`src/rtl/ppu_pixel_writer_pkg.sv`:
```
// ppu_pixel_writer_pkg: shared state encoding, greyscale mask and palette mirroring helper
package ppu_pixel_writer_pkg;
  typedef enum logic [1:0] {IDLE, LOOKUP, EMIT} state_t;
  localparam logic [15:0] GREY_MASK = 16'hFFF0;
  // Backdrop mirrors: 0x10/14/18/1C fold onto 0x00/04/08/0C.
  function automatic logic [15:0] pal_mirror(input logic [15:0] a);
    return (a[1:0] == 2'b00) ? {a[15:5], 1'b0, a[3:0]} : a;
  endfunction
endpackage

```
`src/rtl/ppu_pixel_writer_if.sv`:
```
// ppu_pixel_writer_if: framebuffer write bus
// color_addr: write address, color_data: {emphasis, colour}, color_wren: write strobe
interface ppu_pixel_writer_if #(
  parameter int FB_ADDR_W = 16,
  parameter int COLOR_W = 6
);
  logic [FB_ADDR_W-1:0] color_addr;
  logic [COLOR_W+2:0] color_data;
  logic color_wren;
  modport master (output color_addr, color_data, color_wren);
  modport slave (input color_addr, color_data, color_wren);
endinterface

```
`src/rtl/ppu_pixel_writer_palette_ram.sv`:
```
// ppu_pixel_writer_palette_ram: palette RAM, mirrored CPU write/read port plus render lookup port
// pal_addr/pal_wdata/pal_wr: CPU write, pal_rdata: registered CPU read
// rd_index: renderer colour index, rd_color: combinational lookup (pre-write contents)
module ppu_pixel_writer_palette_ram
  import ppu_pixel_writer_pkg::*;
#(
  parameter int PAL_ENTRIES = 32,
  parameter int COLOR_W = 6,
  localparam int PAL_AW = $clog2(PAL_ENTRIES)
) (
  input  logic               sysclk,
  input  logic               reset,
  input  logic [PAL_AW-1:0]  pal_addr,
  input  logic [COLOR_W-1:0] pal_wdata,
  input  logic               pal_wr,
  output logic [COLOR_W-1:0] pal_rdata,
  input  logic [4:0]         rd_index,
  output logic [COLOR_W-1:0] rd_color
);
  logic [COLOR_W-1:0] mem [PAL_ENTRIES];
  logic [PAL_AW-1:0] cpu_a, rnd_a;
  logic [COLOR_W-1:0] rdata_d, rdata_q;
  always_comb begin
    cpu_a = PAL_AW'(pal_mirror(16'(pal_addr)));
    // Any index with [1:0]==0 shows the universal backdrop.
    rnd_a = (rd_index[1:0] == 2'b00) ? '0 : PAL_AW'(rd_index);
    rdata_d = mem[cpu_a];
  end
  always_ff @(posedge sysclk) if (pal_wr) mem[cpu_a] <= pal_wdata;
  always_ff @(posedge sysclk) rdata_q <= !reset ? '0 : rdata_d;
  assign pal_rdata = rdata_q;
  assign rd_color = mem[rnd_a];
endmodule

```
`src/rtl/ppu_pixel_writer.sv`:
```
// ppu_pixel_writer: palette lookup, greyscale/emphasis, upscaled N-buffered framebuffer writer
// Inputs: ppu_clock dot enable, pix_valid/pix_index pixel, greyscale/emphasis mask, v_blank level,
//         pal_* CPU palette port. Outputs: fb write bus, disp_frame, frame_done pulse, sticky overrun.
module ppu_pixel_writer
  import ppu_pixel_writer_pkg::*;
#(
  parameter int PAL_ENTRIES = 32,
  parameter int COLOR_W = 6,
  parameter int H_PIXELS = 256,
  parameter int V_LINES = 240,
  parameter int SCALE = 1,
  parameter int FRAMES = 1,
  parameter int FB_ADDR_W = 16,
  localparam int PAL_AW = $clog2(PAL_ENTRIES)
) (
  input  logic               sysclk,
  input  logic               reset,
  input  logic               ppu_clock,
  input  logic [PAL_AW-1:0]  pal_addr,
  input  logic [COLOR_W-1:0] pal_wdata,
  input  logic               pal_wr,
  output logic [COLOR_W-1:0] pal_rdata,
  input  logic               pix_valid,
  input  logic [4:0]         pix_index,
  input  logic               greyscale,
  input  logic [2:0]         emphasis,
  input  logic               v_blank,
  ppu_pixel_writer_if.master fb,
  output logic [1:0]         disp_frame,
  output logic               frame_done,
  output logic               overrun
);
  localparam int XW = $clog2(H_PIXELS);
  localparam int YW = $clog2(V_LINES + 1);
  localparam logic [XW-1:0] X_LAST = XW'(H_PIXELS - 1);
  localparam logic [YW-1:0] Y_END = YW'(V_LINES);
  localparam logic [1:0] SUB_LAST = 2'(SCALE * SCALE - 1);
  localparam logic [1:0] F_LAST = 2'(FRAMES - 1);
  localparam logic [FB_ADDR_W-1:0] LINE_SZ = FB_ADDR_W'(H_PIXELS * SCALE);
  localparam logic [FB_ADDR_W-1:0] FRAME_SZ = FB_ADDR_W'(H_PIXELS * V_LINES * SCALE * SCALE);
  localparam logic [FB_ADDR_W-1:0] SCALE_A = FB_ADDR_W'(SCALE);
  state_t state_q, state_d;
  logic [XW-1:0] x_q, x_d;
  logic [YW-1:0] y_q, y_d;
  logic [1:0] sub_q, sub_d, disp_q, disp_d, wr_frame_q, wr_frame_d;
  logic [FB_ADDR_W-1:0] base_q, base_d;
  logic [COLOR_W-1:0] col_q, col_d, rd_color;
  logic [2:0] emph_q, emph_d;
  logic [4:0] idx_q, idx_d;
  logic vb_q, vb_d, fdone_q, fdone_d, ovr_q, ovr_d, offer, accept, vb_edge;
  ppu_pixel_writer_palette_ram #(.PAL_ENTRIES(PAL_ENTRIES), .COLOR_W(COLOR_W)) u_pal (
    .sysclk, .reset, .pal_addr, .pal_wdata, .pal_wr, .pal_rdata,
    .rd_index(idx_q), .rd_color
  );
  always_comb begin
    state_d = state_q;
    x_d = x_q;
    y_d = y_q;
    sub_d = sub_q;
    base_d = base_q;
    col_d = col_q;
    emph_d = emph_q;
    idx_d = idx_q;
    disp_d = disp_q;
    wr_frame_d = wr_frame_q;
    ovr_d = ovr_q;
    vb_d = v_blank;
    fdone_d = 1'b0;
    offer = ppu_clock & pix_valid;
    accept = offer && state_q == IDLE && y_q != Y_END;
    vb_edge = v_blank & ~vb_q;
    if (accept) begin
      state_d = LOOKUP;
      idx_d = pix_index;
      emph_d = emphasis;
      // Base of the SCALE x SCALE block is latched so a mid-burst frame swap cannot move it.
      base_d = FB_ADDR_W'(wr_frame_q) * FRAME_SZ + FB_ADDR_W'(y_q) * SCALE_A * LINE_SZ
             + FB_ADDR_W'(x_q) * SCALE_A;
      x_d = (x_q == X_LAST) ? '0 : x_q + XW'(1);
      y_d = (x_q == X_LAST) ? y_q + YW'(1) : y_q;
    end else if (offer) ovr_d = 1'b1;
    if (state_q == LOOKUP) begin
      state_d = EMIT;
      col_d = greyscale ? rd_color & COLOR_W'(GREY_MASK) : rd_color;
    end
    if (state_q == EMIT) begin
      state_d = (sub_q == SUB_LAST) ? IDLE : EMIT;
      sub_d = (sub_q == SUB_LAST) ? 2'd0 : sub_q + 2'd1;
    end
    if (vb_edge) begin
      fdone_d = 1'b1;
      disp_d = wr_frame_q;
      wr_frame_d = (wr_frame_q == F_LAST) ? 2'd0 : wr_frame_q + 2'd1;
      x_d = '0;
      y_d = '0;
      ovr_d = 1'b0;
    end
  end
  always_ff @(posedge sysclk) begin
    if (!reset) begin
      state_q <= IDLE;
      x_q <= '0;
      y_q <= '0;
      sub_q <= '0;
      base_q <= '0;
      col_q <= '0;
      emph_q <= '0;
      idx_q <= '0;
      disp_q <= '0;
      wr_frame_q <= '0;
      ovr_q <= 1'b0;
      vb_q <= 1'b0;
      fdone_q <= 1'b0;
    end else begin
      state_q <= state_d;
      x_q <= x_d;
      y_q <= y_d;
      sub_q <= sub_d;
      base_q <= base_d;
      col_q <= col_d;
      emph_q <= emph_d;
      idx_q <= idx_d;
      disp_q <= disp_d;
      wr_frame_q <= wr_frame_d;
      ovr_q <= ovr_d;
      vb_q <= vb_d;
      fdone_q <= fdone_d;
    end
  end
  // sub[0] is dx, sub[1] is dy.
  assign fb.color_addr = base_q + (sub_q[1] ? LINE_SZ : '0) + FB_ADDR_W'(sub_q[0]);
  assign fb.color_data = {emph_q, col_q};
  assign fb.color_wren = state_q == EMIT;
  assign disp_frame = disp_q;
  assign frame_done = fdone_q;
  assign overrun = ovr_q;
endmodule

```
`src/flat_wrapper.sv`:
```
// flat-port wrapper written by rule: the top's interface ports become plain ports
module ppu_pixel_writer_flat import ppu_pixel_writer_pkg::*;
#(
  parameter int PAL_ENTRIES = 32,
  parameter int COLOR_W = 6,
  parameter int H_PIXELS = 256,
  parameter int V_LINES = 240,
  parameter int SCALE = 1,
  parameter int FRAMES = 1,
  parameter int FB_ADDR_W = 16,
  localparam int PAL_AW = $clog2(PAL_ENTRIES)
)
  (sysclk, reset, ppu_clock, pal_addr, pal_wdata, pal_wr, pal_rdata, pix_valid, pix_index, greyscale, emphasis, v_blank, disp_frame, frame_done, overrun, fb_color_addr, fb_color_data, fb_color_wren);
  ppu_pixel_writer_if #(.FB_ADDR_W(FB_ADDR_W), .COLOR_W(COLOR_W)) fb_i ();
  input  logic sysclk;
  input  logic reset;
  input  logic ppu_clock;
  input  logic [PAL_AW-1:0] pal_addr;
  input  logic [COLOR_W-1:0] pal_wdata;
  input  logic pal_wr;
  output logic [COLOR_W-1:0] pal_rdata;
  input  logic pix_valid;
  input  logic [4:0] pix_index;
  input  logic greyscale;
  input  logic [2:0] emphasis;
  input  logic v_blank;
  output logic [1:0] disp_frame;
  output logic frame_done;
  output logic overrun;
  output wire logic [$bits(fb_i.color_addr)-1:0] fb_color_addr;
  output wire logic [$bits(fb_i.color_data)-1:0] fb_color_data;
  output wire logic [$bits(fb_i.color_wren)-1:0] fb_color_wren;
  assign fb_color_addr = fb_i.color_addr;
  assign fb_color_data = fb_i.color_data;
  assign fb_color_wren = fb_i.color_wren;
  ppu_pixel_writer #(.PAL_ENTRIES(PAL_ENTRIES), .COLOR_W(COLOR_W), .H_PIXELS(H_PIXELS), .V_LINES(V_LINES), .SCALE(SCALE), .FRAMES(FRAMES), .FB_ADDR_W(FB_ADDR_W)) u_core (.sysclk(sysclk), .reset(reset), .ppu_clock(ppu_clock), .pal_addr(pal_addr), .pal_wdata(pal_wdata), .pal_wr(pal_wr), .pal_rdata(pal_rdata), .pix_valid(pix_valid), .pix_index(pix_index), .greyscale(greyscale), .emphasis(emphasis), .v_blank(v_blank), .fb(fb_i), .disp_frame(disp_frame), .frame_done(frame_done), .overrun(overrun));
endmodule
```
`config.mk`:
```
export PLATFORM = sky130hd
export DESIGN_NAME = ppu_pixel_writer_flat
export DESIGN_NICKNAME = d
export VERILOG_FILES = /design/src/rtl/ppu_pixel_writer_pkg.sv /design/src/rtl/ppu_pixel_writer_if.sv /design/src/rtl/ppu_pixel_writer_palette_ram.sv /design/src/rtl/ppu_pixel_writer.sv /design/src/flat_wrapper.sv
export SDC_FILE = /design/constraint.sdc
export NUM_CORES = 1
export LEC_CHECK = 0
export ABC_AREA = 1
export BUFFER_PORTS_ARGS = -buffer_cell sky130_fd_sc_hd__buf_4
export CORE_MARGIN = 2
export CORE_UTILIZATION = 61
export DETAILED_ROUTE_END_ITERATION = 10
export GPL_ROUTABILITY_DRIVEN = 0
export PLACE_DENSITY = 0.76
export SLEW_MARGIN = 20
export SYNTH_ARGS = -nofsm -noshare
export SYNTH_HDL_FRONTEND = slang
export SYNTH_SLANG_ARGS = --single-unit
```
`constraint.sdc`:
```
create_clock -name sysclk -period 2.15 [get_ports sysclk]
set_input_delay 0.3225 -clock sysclk [delete_from_list [all_inputs] [get_ports sysclk]]
set_output_delay 0.3225 -clock sysclk [all_outputs]
set_load 0.005 [all_outputs]
```
==> flow_metrics.py, run 1 <==
metrics = {
    "status": {
        "status": "complete, but fails checks",
        "failed_checks": "negative setup slack",
    },
    "critical_path": {
        "critPathSlowestCell": "dfxtp_2",
        "crit_start": "u_core.base_q[0]",
        "r2r_start": "u_core.idx_q[0]",
        "critical_path.max_stage_delay_ns": 0.36,
        "startpoint_type": "flip-flop",
        "cp-end-kind": "primary output",
        "critPathArrivalTime_ns": 2.20,
        "crit_family": "buffers and inverters",
        "critPathBufInv": 6,
        "path_class": "reg2out",
        "cp.required_ns": 1.83,
        "crit_cells": 11,
        "cpMostUsedCell": "buf_4",
        "path_max_fanout": 2,
        "reg2regPathDepth": 8,
        "crit_chain": "ha_4, ha_4, nand2_2, inv_2, nand3_4, buf_4, buf_6, buf_6, buf_4, xnor2_2, buf_4",
    },
    "detailed_routing": {
        "post_drt_wl_per_cell_um": 19.84,
        "routed_wl_um": 33200,
        "first_iter_violations": 1170,
        "ant_nets": 0,
        "first_pass_iters": 5,
        "vias": 10010,
        "drc": 0,
        "vias_per_cell": 5.985,
    },
    "sta": {
        "maxSlewViolCount": 0,
        "hold_viol": 0,
        "period_minus_slack_ns": 2.519,
        "period_share_pct": 117.2,
        "fin_worst_skew_ns": 0.01011,
        "fmax_mhz": 397.0,
        "timing.final.ws_setup_ns": -0.3689,
        "maxSlewHeadroom_pct": 38.21,
        "rsz0062_at_grt": "yes",
        "setup_viol": 10,
        "tightest_slew_ns": 0.9259,
    },
    "power_and_ir_drop": {
        "power_density_nw_per_um2": 829.1,
        "combPwrFrac_pct": 17.7,
        "p_sw_mw": 3.171,
        "clkPwrFrac_pct": 34.9,
        "p_int_mw": 8.196,
        "p_sw_share_pct": 27.90,
        "p_leak_nw": 5.611,
        "p_total_mw": 11.37,
        "pwr-share-seq_pct": 47.4,
        "vdd_ir_drop_max_mv": 0.8291,
    },
    "die": {
        "die_h_um": 142.4,
        "core_region_area_sq_um": 18770,
        "pin_count": 62,
        "fp.dieW_um": 142.4,
        "rows": 50,
        "die-area_sq_um": 20290,
        "start_util_pct": 62.29,
    },
    "yosys": {
        "synth-async-reset-ratio_pct": 0,
        "synthCells": 1301,
        "synth_cell_types": 38,
        "synth_warnings": 0,
        "seq_area_frac_synth_pct": 57.28,
        "synth_area_sq_um": 11690,
        "synth_seq_cells": 244,
        "synth-main-ff-cell": "edfxtp_1",
        "synth.avg_cell_area_sq_um": 8.986,
        "synth_enable_flop_cells": 181,
    },
    "place": {
        "dpl.hpwl_um": 21700,
        "dpl-instance-area_sq_um": 12690,
        "portBuffers": 61,
    },
    "clock_tree": {
        "clock-sinks": 244,
        "clk_path_buf_depth": 3,
        "root_buffer": "clkbuf_16",
        "numCtsBuffers": 25,
        "cts_tree": "built",
        "clock_latency_ns": 0.53,
        "cts_max_level": 1,
        "clkSlewWorstSetupHoldPaths_ns": 0.06,
    },
    "global_routing": {
        "antenna_found_initial": 0,
        "grt_start_max_net_pins": 61,
        "grt_pass1_wl_um": 50580,
        "grt_util_all_layers_pct": 32.53,
        "grt_pass1_vias": 9524,
        "overflow": 0,
    },
    "worst_hold_path": {
        "hold_depth": 3,
        "hold_path_class": "in2reg",
        "hp-start": "v_blank",
    },
    "final_layout": {
        "area_delta_synth_final_pct": 17.26,
        "fin_area_sq_um": 13710,
        "drive_above_1_share_pct": 16.05,
        "mostFrequentLayoutCells": "nand2_1 (356), edfxtp_1 (181), nand3_1 (153)",
        "nets": 1464,
        "layout_commonest_cell": "nand2_1",
        "antenna_cells": 0,
    },
    "job": {
        "max_cap_viol_count": 0,
    },
}
==> sequential cells by signal, indices dropped and copies added, names as in the netlist <==
name and cells:
u_core.emph_q 3, u_core.vb_q 1, u_core.x_q 8, u_core.col_q 6, u_core.disp_frame 2, u_core.frame_done 1
u_core.state_q 2, u_core.sub_q 2, u_core.u_pal.pal_rdata 6, u_core.base_q 16, u_core.idx_q 5, u_core.y_q 8
u_core.wr_frame_q 2, u_core.overrun 1, u_core.u_pal.mem 181
==> logic make-up (layout without fill, tap and decap cells) <==
| family | count (synthesis) | in the layout | synth area share (%) |
|---|---|---|---|
| simple gates | 655 | 655 | 23.75 |
| compound gates | 181 | 181 | 9.118 |
| other cells | 1 | 13 | 0.03208 |
| xor+xnor | 22 | 22 | 1.648 |
| flops | 244 | 244 | 57.28 |
| buf+inv | 181 | 307 | 6.293 |
| fa+ha+maj | 17 | 17 | 1.884 |
==> worst min-delay path: cells and delay by family <==
| kind | cells | cell delay [ns] |
|---|---|---|
| and+or+nand+nor | 1 | 0.05 |
| buffers and inverters | 2 | 0.13 |
==> synthesized netlist by cell type, drive strengths merged (3+ instances only) <==
library cell | instances | share of area, %
nand2 | 366 | 12
o2111ai | 4 | 0.30
o22ai | 14 | 0.75
nor3 | 5 | 0.26
nand4 | 16 | 0.86
or2 | 10 | 0.54
nand3 | 155 | 6.6
a22oi | 34 | 2.2
edfxtp | 181 | 46
ha | 16 | 1.7
buf | 38 | 1.7
inv | 121 | 3.9
dfxtp | 63 | 11
o21ai | 59 | 2.6
o211ai | 8 | 0.51
xor2 | 11 | 0.82
nor2 | 100 | 3.5
clkbuf | 19 | 0.61
a211oi | 3 | 0.19
a21oi | 57 | 2.4
xnor2 | 11 | 0.82
clkinv | 3 | 0.096
==> power by group through the flow <==
| stage | combinational [mW] | clock [mW] | sequential, mW |
|---|---|---|---|
| after floorplan | 1.15 | 0 | 5.43 |
| after global placement | 1.83 | 0 | 5.45 |
| after detailed placement | 1.87 | 0 | 5.46 |
| after CTS | 1.92 | 3.99 | 5.38 |
| after global routing | 2.18 | 4.18 | 5.40 |
| final | 2.01 | 3.97 | 5.39 |
==> metal layers <==
layer / share of wire (%) / global-route usage, % / vias up
met5: 0 / 0 / -
met4: 3.9 / 12.30 / 0
met3: 11 / 5.182 / 101
met2: 47 / 50.84 / 590
met1: 38 / 46.25 / 4693
li1: - / - / 4629
==> worst paths after layout <==
path         slack [ns]                    to
min                0.01           u_core.vb_q
max               -0.37      fb_color_addr[6]
min reg2reg        0.46  u_core.disp_frame[1]
max reg2reg        0.11       u_core.col_q[0]
==> through the flow <==
step           worst slack, ns  TNS [ns]  cells  hold slack, ns  util (%)
2_1_floorplan           0.2250         0   1313          0.4214         -
3_3_place_gp           0.06762         0   1610          0.4455     67.60
3_5_place_dp           0.04107         0   1610          0.4473     67.60
4_1_cts                -0.3194    -1.838   1667        0.006089     72.39
5_1_grt                -0.4293    -2.844   1673         0.03159     73.05
6_report               -0.3689    -2.077   1673         0.01389     73.05
==> area by class of cell <==
| type | instances | area, sq um |
|---|---|---|
| Inverter | 124 | 465.4 |
| Clock inverter | 8 | 38.79 |
| Tap cell | 234 | 292.8 |
| Sequential cell | 244 | 6706 |
| Multi-Input combinational cell | 888 | 4425 |
| Fill cell | 1361 | 5059 |
| Clock buffer | 37 | 700.7 |
| Timing Repair Buffer | 138 | 1080 |
==> timing repair <==
item                       4_1_cts  5_1_grt
setup endpoints to repair        9       14
resized for setup               19       20
pin swaps                       11       16
setup buffers                   23       10
hold buffers                     0        0
Note: power is estimated with default switching activity, not from simulation.
==> run 2, diff against run 1 <==
Settings changed: ABC_AREA 1 to default.
==> flow_metrics.py, run 2 <==
metrics = {
    "power_and_ir_drop": {
        "p_total_mw": 10.44,
        "p_leak_nw": 4.606,
        "power_density_nw_per_um2": 792.3,
        "vdd_ir_drop_max_mv": 0.9222,
    },
    "detailed_routing": {
        "ant_nets": 0,
        "routed_wl_um": 29950,
        "post_drt_wl_per_cell_um": 24.07,
        "first_pass_iters": 6,
        "drc": 0,
        "first_iter_violations": 923,
        "vias_per_cell": 6.625,
        "vias": 8242,
    },
    "critical_path": {
        "crit_chain": "ha_4, and3_4, a41o_1, nor2b_4, nand2_2, xnor2_2, buf_4",
        "r2r_start": "u_core.idx_q[1]",
        "critPathBufInv": 1,
        "crit_start": "u_core.base_q[8]",
        "critical_path.max_stage_delay_ns": 0.36,
        "startpoint_type": "flip-flop",
        "path_max_fanout": 2,
        "critPathSlowestCell": "dfxtp_4",
        "crit_family": "simple AND/OR/NAND/NOR gates",
        "path_class": "reg2out",
        "critPathArrivalTime_ns": 2.06,
        "cp-end-kind": "primary output",
        "cp.required_ns": 1.83,
    },
    "yosys": {
        "synthCells": 874,
        "synth_warnings": 0,
        "synth_enable_flop_cells": 171,
        "synth.avg_cell_area_sq_um": 12.56,
        "synth-main-ff-cell": "edfxtp_1",
        "seq_area_frac_synth_pct": 58.28,
        "synth-async-reset-ratio_pct": 0,
        "synth_top_cells_by_count": "edfxtp_1 (171), nand2_1 (85), nor2_1 (68)",
        "synth_cell_types": 65,
        "synth.area.top_cells": "edfxtp_1 (47%), dfxtp_1 (11%), mux4_2 (4.3%), mux2_2 (3.6%), mux2i_1 (3.3%)",
        "synthDominantCellAreaShare_pct": 46.79,
        "yosysMostFrequentCell": "edfxtp_1",
        "synth_area_leader_cell": "edfxtp_1",
        "synth_area_sq_um": 10980,
        "synth_seq_cells": 234,
    },
    "die": {
        "fp.dieW_um": 138.1,
        "pin_count": 62,
        "die-area_sq_um": 19080,
        "core_region_area_sq_um": 17780,
        "start_util_pct": 61.73,
        "rows": 49,
        "die_h_um": 138.1,
    },
    "final_layout": {
        "largest_reg_flops": 171,
        "multi_input_area_sq_um": 4404,
        "drive_above_1_share_pct": 27.00,
        "antenna_cells": 0,
        "filler_cell_count": 1142,
        "area_delta_synth_final_pct": 20.03,
        "mostFrequentLayoutCells": "edfxtp_1 (171), buf_4 (147), nand2_1 (83)",
        "nets": 1041,
        "reg.largest.list": "u_core.u_pal.mem (171), u_core.base_q (16)",
        "layout_commonest_cell": "edfxtp_1",
        "seq_area_sq_um": 6410,
        "regMostFlops": "u_core.u_pal.mem",
    },
    "clock_tree": {
        "cts_tree": "built",
        "clk_path_buf_depth": 3,
        "root_buffer": "clkbuf_16",
        "hold_buffers": 0,
        "clock_latency_ns": 0.52,
        "numCtsBuffers": 24,
        "cts_max_level": 1,
        "clkSlewWorstSetupHoldPaths_ns": 0.06,
        "clock-sinks": 234,
    },
    "sta": {
        "rsz0062_at_grt": "yes",
        "fin_worst_skew_ns": 0.01279,
        "setup_viol": 7,
        "maxSlewHeadroom_pct": 57.69,
        "hold_viol": 0,
        "period_share_pct": 110.7,
        "timing.final.ws_setup_ns": -0.2311,
        "setup-tns-final_ns": -1.135,
        "period_minus_slack_ns": 2.381,
        "tightest_slew_ns": 0.6333,
        "fmax_mhz": 420.0,
        "maxSlewViolCount": 0,
    },
    "place": {
        "portBuffers": 61,
        "pre_cts_slack_ns": -0.05512,
        "dpl.hpwl_um": 21000,
    },
    "global_routing": {
        "grt_pass1_wl_um": 45980,
        "grt_start_max_net_pins": 32,
        "overflow": 0,
        "antenna_found_initial": 0,
        "grt_pass1_vias": 8143,
        "grt_util_all_layers_pct": 30.82,
    },
    "job": {
        "max_cap_viol_count": 0,
    },
    "status": {
        "status": "complete, but fails checks",
        "failed_checks": "negative setup slack",
    },
    "worst_hold_path": {
        "hold_path_class": "in2reg",
        "hp-start": "v_blank",
    },
}
run 2: cell types whose count changed after synthesis, sizes merged, moves of 22 or more:
cell / previous run / this run
nand3: 155 / 16
inv: 121 / 14
nand2: 366 / 85
mux2i: 0 / 36
nor2: 100 / 68
mux2: 0 / 35
mux4: 0 / 24
a22oi: 34 / 12
o21ai: 59 / 16
run 2: kinds of logic after synthesis:
kind of cell	synth area share, %
AOI/OAI and AO/OA	12.59
xor gates and xnor gates	2.234
adders and majority gates	2.006
buffers and inverters	3.032
DFF	58.28
muxes	11.90
other	0.03417
and+or+nand+nor	9.929
run 2: through the flow:
step                      cell area (sq um)  hold slack, ns  std cells  utilization [%]
final                                 13170         0.02341       1244            74.10
after global routing                  13170         0.01608       1244            74.10
after CTS                             13100         0.01717       1242            73.69
after detailed placement              12120          0.4588       1196            68.18
after global placement                12120          0.4429       1196            68.18
after floorplan                       11000          0.4214        876                -
run 2: worst register-to-register path, cell delays in order (launching register included):
cell and delay [ns]:
dfxtp_4 0.54, buf_4 0.22, buf_4 0.23, mux2i_1 0.11, a211oi_1 0.50, o31a_1 0.26
a22o_1 0.14
run 2: what timing repair did:
item | CTS | global route
setup endpoints to repair | 11 | 10
gates cloned | 0 | 0
setup buffers | 3 | 2
pin swaps | 10 | 6
resized for setup | 21 | 13
run 2: layer usage:
layer  GRT usage [%]  part of all wire, %
met5               0                    0
met2           52.42                   48
met3           4.572                  8.8
met1           39.78                   38
met4           13.37                  5.0
run 2: final timing paths:
kind / endpoint / slack (ns) / depth (start not counted)
worst max-delay path: fb_color_addr[12] / -0.23 / 7
worst min-delay path: u_core.vb_q / 0.02 / 2
worst max register to register: u_core.col_q[3] / 0.09 / 6
worst min register to register: u_core.emph_q[1] / 0.47 / 2
run 2: layout make-up:
class,count,share of cell area (%)
sequential,234,48.66
multi-input combinational,573,33.43
timing repair buffer,150,8.700
clock buffer,32,5.024
tap,229,2.175
clock inverter,11,1.586
inverter,15,0.4274
run 2: report_power, final:
| part | switching [mW] | internal [mW] | total (mW) |
|---|---|---|---|
| Sequential | 0.0705 | 4.92 | 4.99 |
| Combinational | 0.507 | 0.364 | 0.871 |
| Clock | 1.70 | 2.88 | 4.58 |
==> run 3, diff against run 2 <==
Settings changed: ABC_AREA from default to 1, CORE_MARGIN 2 to 4.
==> flow_metrics.py, run 3 (same netlist as run 1, synthesis figures left out) <==
metrics = {
    "status": {
        "status": "complete, but fails checks",
        "failed_checks": "negative setup slack",
    },
    "sta": {
        "setup_viol": 11,
        "setup-tns-final_ns": -1.620,
        "timing.final.ws_setup_ns": -0.2741,
        "period_minus_slack_ns": 2.424,
        "hold_ws_ns": 0.01182,
        "maxSlewHeadroom_pct": 42.21,
        "fin_worst_skew_ns": 0.01554,
        "fmax_mhz": 412.5,
        "rsz0062_at_grt": "yes",
        "hold_viol": 0,
        "tightest_slew_ns": 0.8659,
        "maxSlewViolCount": 0,
        "period_share_pct": 112.8,
    },
    "die": {
        "fp.dieW_um": 146.4,
        "pin_count": 62,
        "die_h_um": 146.4,
        "start_util_pct": 62.29,
        "die-area_sq_um": 21440,
        "core_region_area_sq_um": 18770,
        "rows": 50,
    },
    "place": {
        "portBuffers": 61,
        "dpl.hpwl_um": 21330,
        "pre_cts_slack_ns": 0.04527,
        "dpl-instance-area_sq_um": 12590,
        "placed_cells": 1601,
    },
    "power_and_ir_drop": {
        "power_density_nw_per_um2": 851.9,
        "p_total_mw": 11.59,
        "p_leak_nw": 5.524,
        "vdd_ir_drop_max_mv": 0.6877,
    },
    "final_layout": {
        "largest_reg_flops": 181,
        "fin_area_sq_um": 13610,
        "layout_commonest_cell": "nand2_1",
        "area_delta_synth_final_pct": 16.40,
        "nets": 1449,
        "mostFrequentLayoutCells": "nand2_1 (358), edfxtp_1 (181), nand3_1 (153)",
        "reg.largest.list": "u_core.u_pal.mem (181), u_core.base_q (16)",
        "drive_above_1_share_pct": 15.02,
        "final_cell_count_no_fill": 1659,
        "regMostFlops": "u_core.u_pal.mem",
        "final_util_pct": 72.51,
        "antenna_cells": 0,
    },
    "global_routing": {
        "overflow": 0,
        "grt_pass1_vias": 9290,
        "grt_util_all_layers_pct": 29.56,
        "grt_pass1_wl_um": 50100,
        "antenna_found_initial": 0,
        "grt_start_max_net_pins": 61,
    },
    "critical_path": {
        "cp-end-kind": "primary output",
        "critPathSlowestCell": "dfxtp_2",
        "startpoint_type": "flip-flop",
        "critPathArrivalTime_ns": 2.10,
        "critPathBufInv": 2,
        "crit_family": "simple AND/OR/NAND/NOR gates",
        "critical_path.max_stage_delay_ns": 0.35,
        "path_class": "reg2out",
        "crit_chain": "ha_4, ha_4, nand2_2, inv_2, nand3_2, nor2_2, nand2_1, a21boi_2, nand2_2, o21ai_1, nand2_1, buf_4",
        "path_max_fanout": 3,
        "cp.required_ns": 1.83,
    },
    "worst_hold_path": {
        "hold_path_class": "in2reg",
    },
    "clock_tree": {
        "clkSlewWorstSetupHoldPaths_ns": 0.06,
        "root_buffer": "clkbuf_16",
        "cts_tree": "built",
        "clk_path_buf_depth": 3,
        "clock_latency_ns": 0.53,
        "hold_buffers": 0,
        "clock-sinks": 244,
        "cts_max_level": 1,
        "numCtsBuffers": 26,
    },
    "detailed_routing": {
        "ant_nets": 0,
        "first_iter_violations": 1373,
        "post_drt_wl_per_cell_um": 19.45,
        "vias": 9817,
        "first_pass_iters": 6,
        "drc": 0,
        "routed_wl_um": 32260,
        "vias_per_cell": 5.917,
    },
    "job": {
        "max_cap_viol_count": 0,
    },
}
run 3: cell count changes in the layout (fill, tap and decap cells not counted), moves of 22 or more:
| cell | delta |
|---|---|
| nand2_1 | +275 |
| nor2_1 | +23 |
| a22oi_1 | +22 |
| buf_4 | -27 |
| o21ai_0 | +35 |
| inv_1 | +95 |
| nand3_1 | +139 |
| mux2i_1 | -36 |
| mux2_2 | -35 |
run 3: what timing repair did:
action / 4_1_cts / 5_1_grt
gates resized for setup: 19 / 13
setup buffers: 9 / 4
endpoints found under the hold margin: 0 / 0
setup endpoints to repair: 9 / 12
pin swaps: 13 / 11
run 3: path summary, 6_finish.rpt:
check | depth (start not counted) | slack, ns | startpoint | to
setup / recovery | 12 | -0.27 | u_core.base_q[0] | fb_color_addr[14]
hold / removal | 3 | 0.01 | v_blank | u_core.vb_q
setup reg to reg | 7 | 0.15 | u_core.idx_q[1] | u_core.col_q[3]
hold reg to reg | 2 | 0.46 | u_core.disp_frame[0] | u_core.disp_frame[0]
run 3: layout make-up:
type	instances	area, sq um
clock buffer	35	705.7
clock inverter	12	106.4
fill	1350	5160
inverter	124	465.4
multi-input combinational	888	4408
sequential	244	6706
tap	234	292.8
timing repair buffer	122	923.4
run 3: tightest hold or removal path, stage by stage:
cell and delay, ns:
buf_4 0.08, nand2_1 0.05, inv_1 0.04
run 3: per-layer routing:
metal | track usage, % | share of wire [%] | up-vias
met2 | 48.34 | 47 | 568
li1 | - | - | 4603
met1 | 40.74 | 40 | 4556
met5 | 0 | 0 | -
met4 | 9.078 | 2.9 | 0
met3 | 5.183 | 11 | 90
run 3: power breakdown:
part / switching [mW] / leakage (nW) / internal (mW)
clock network: 1.74 / 0.396 / 2.53
registers: 0.149 / 2.16 / 5.25
logic: 1.26 / 2.97 / 0.668
total: 3.15 / 5.52 / 8.44
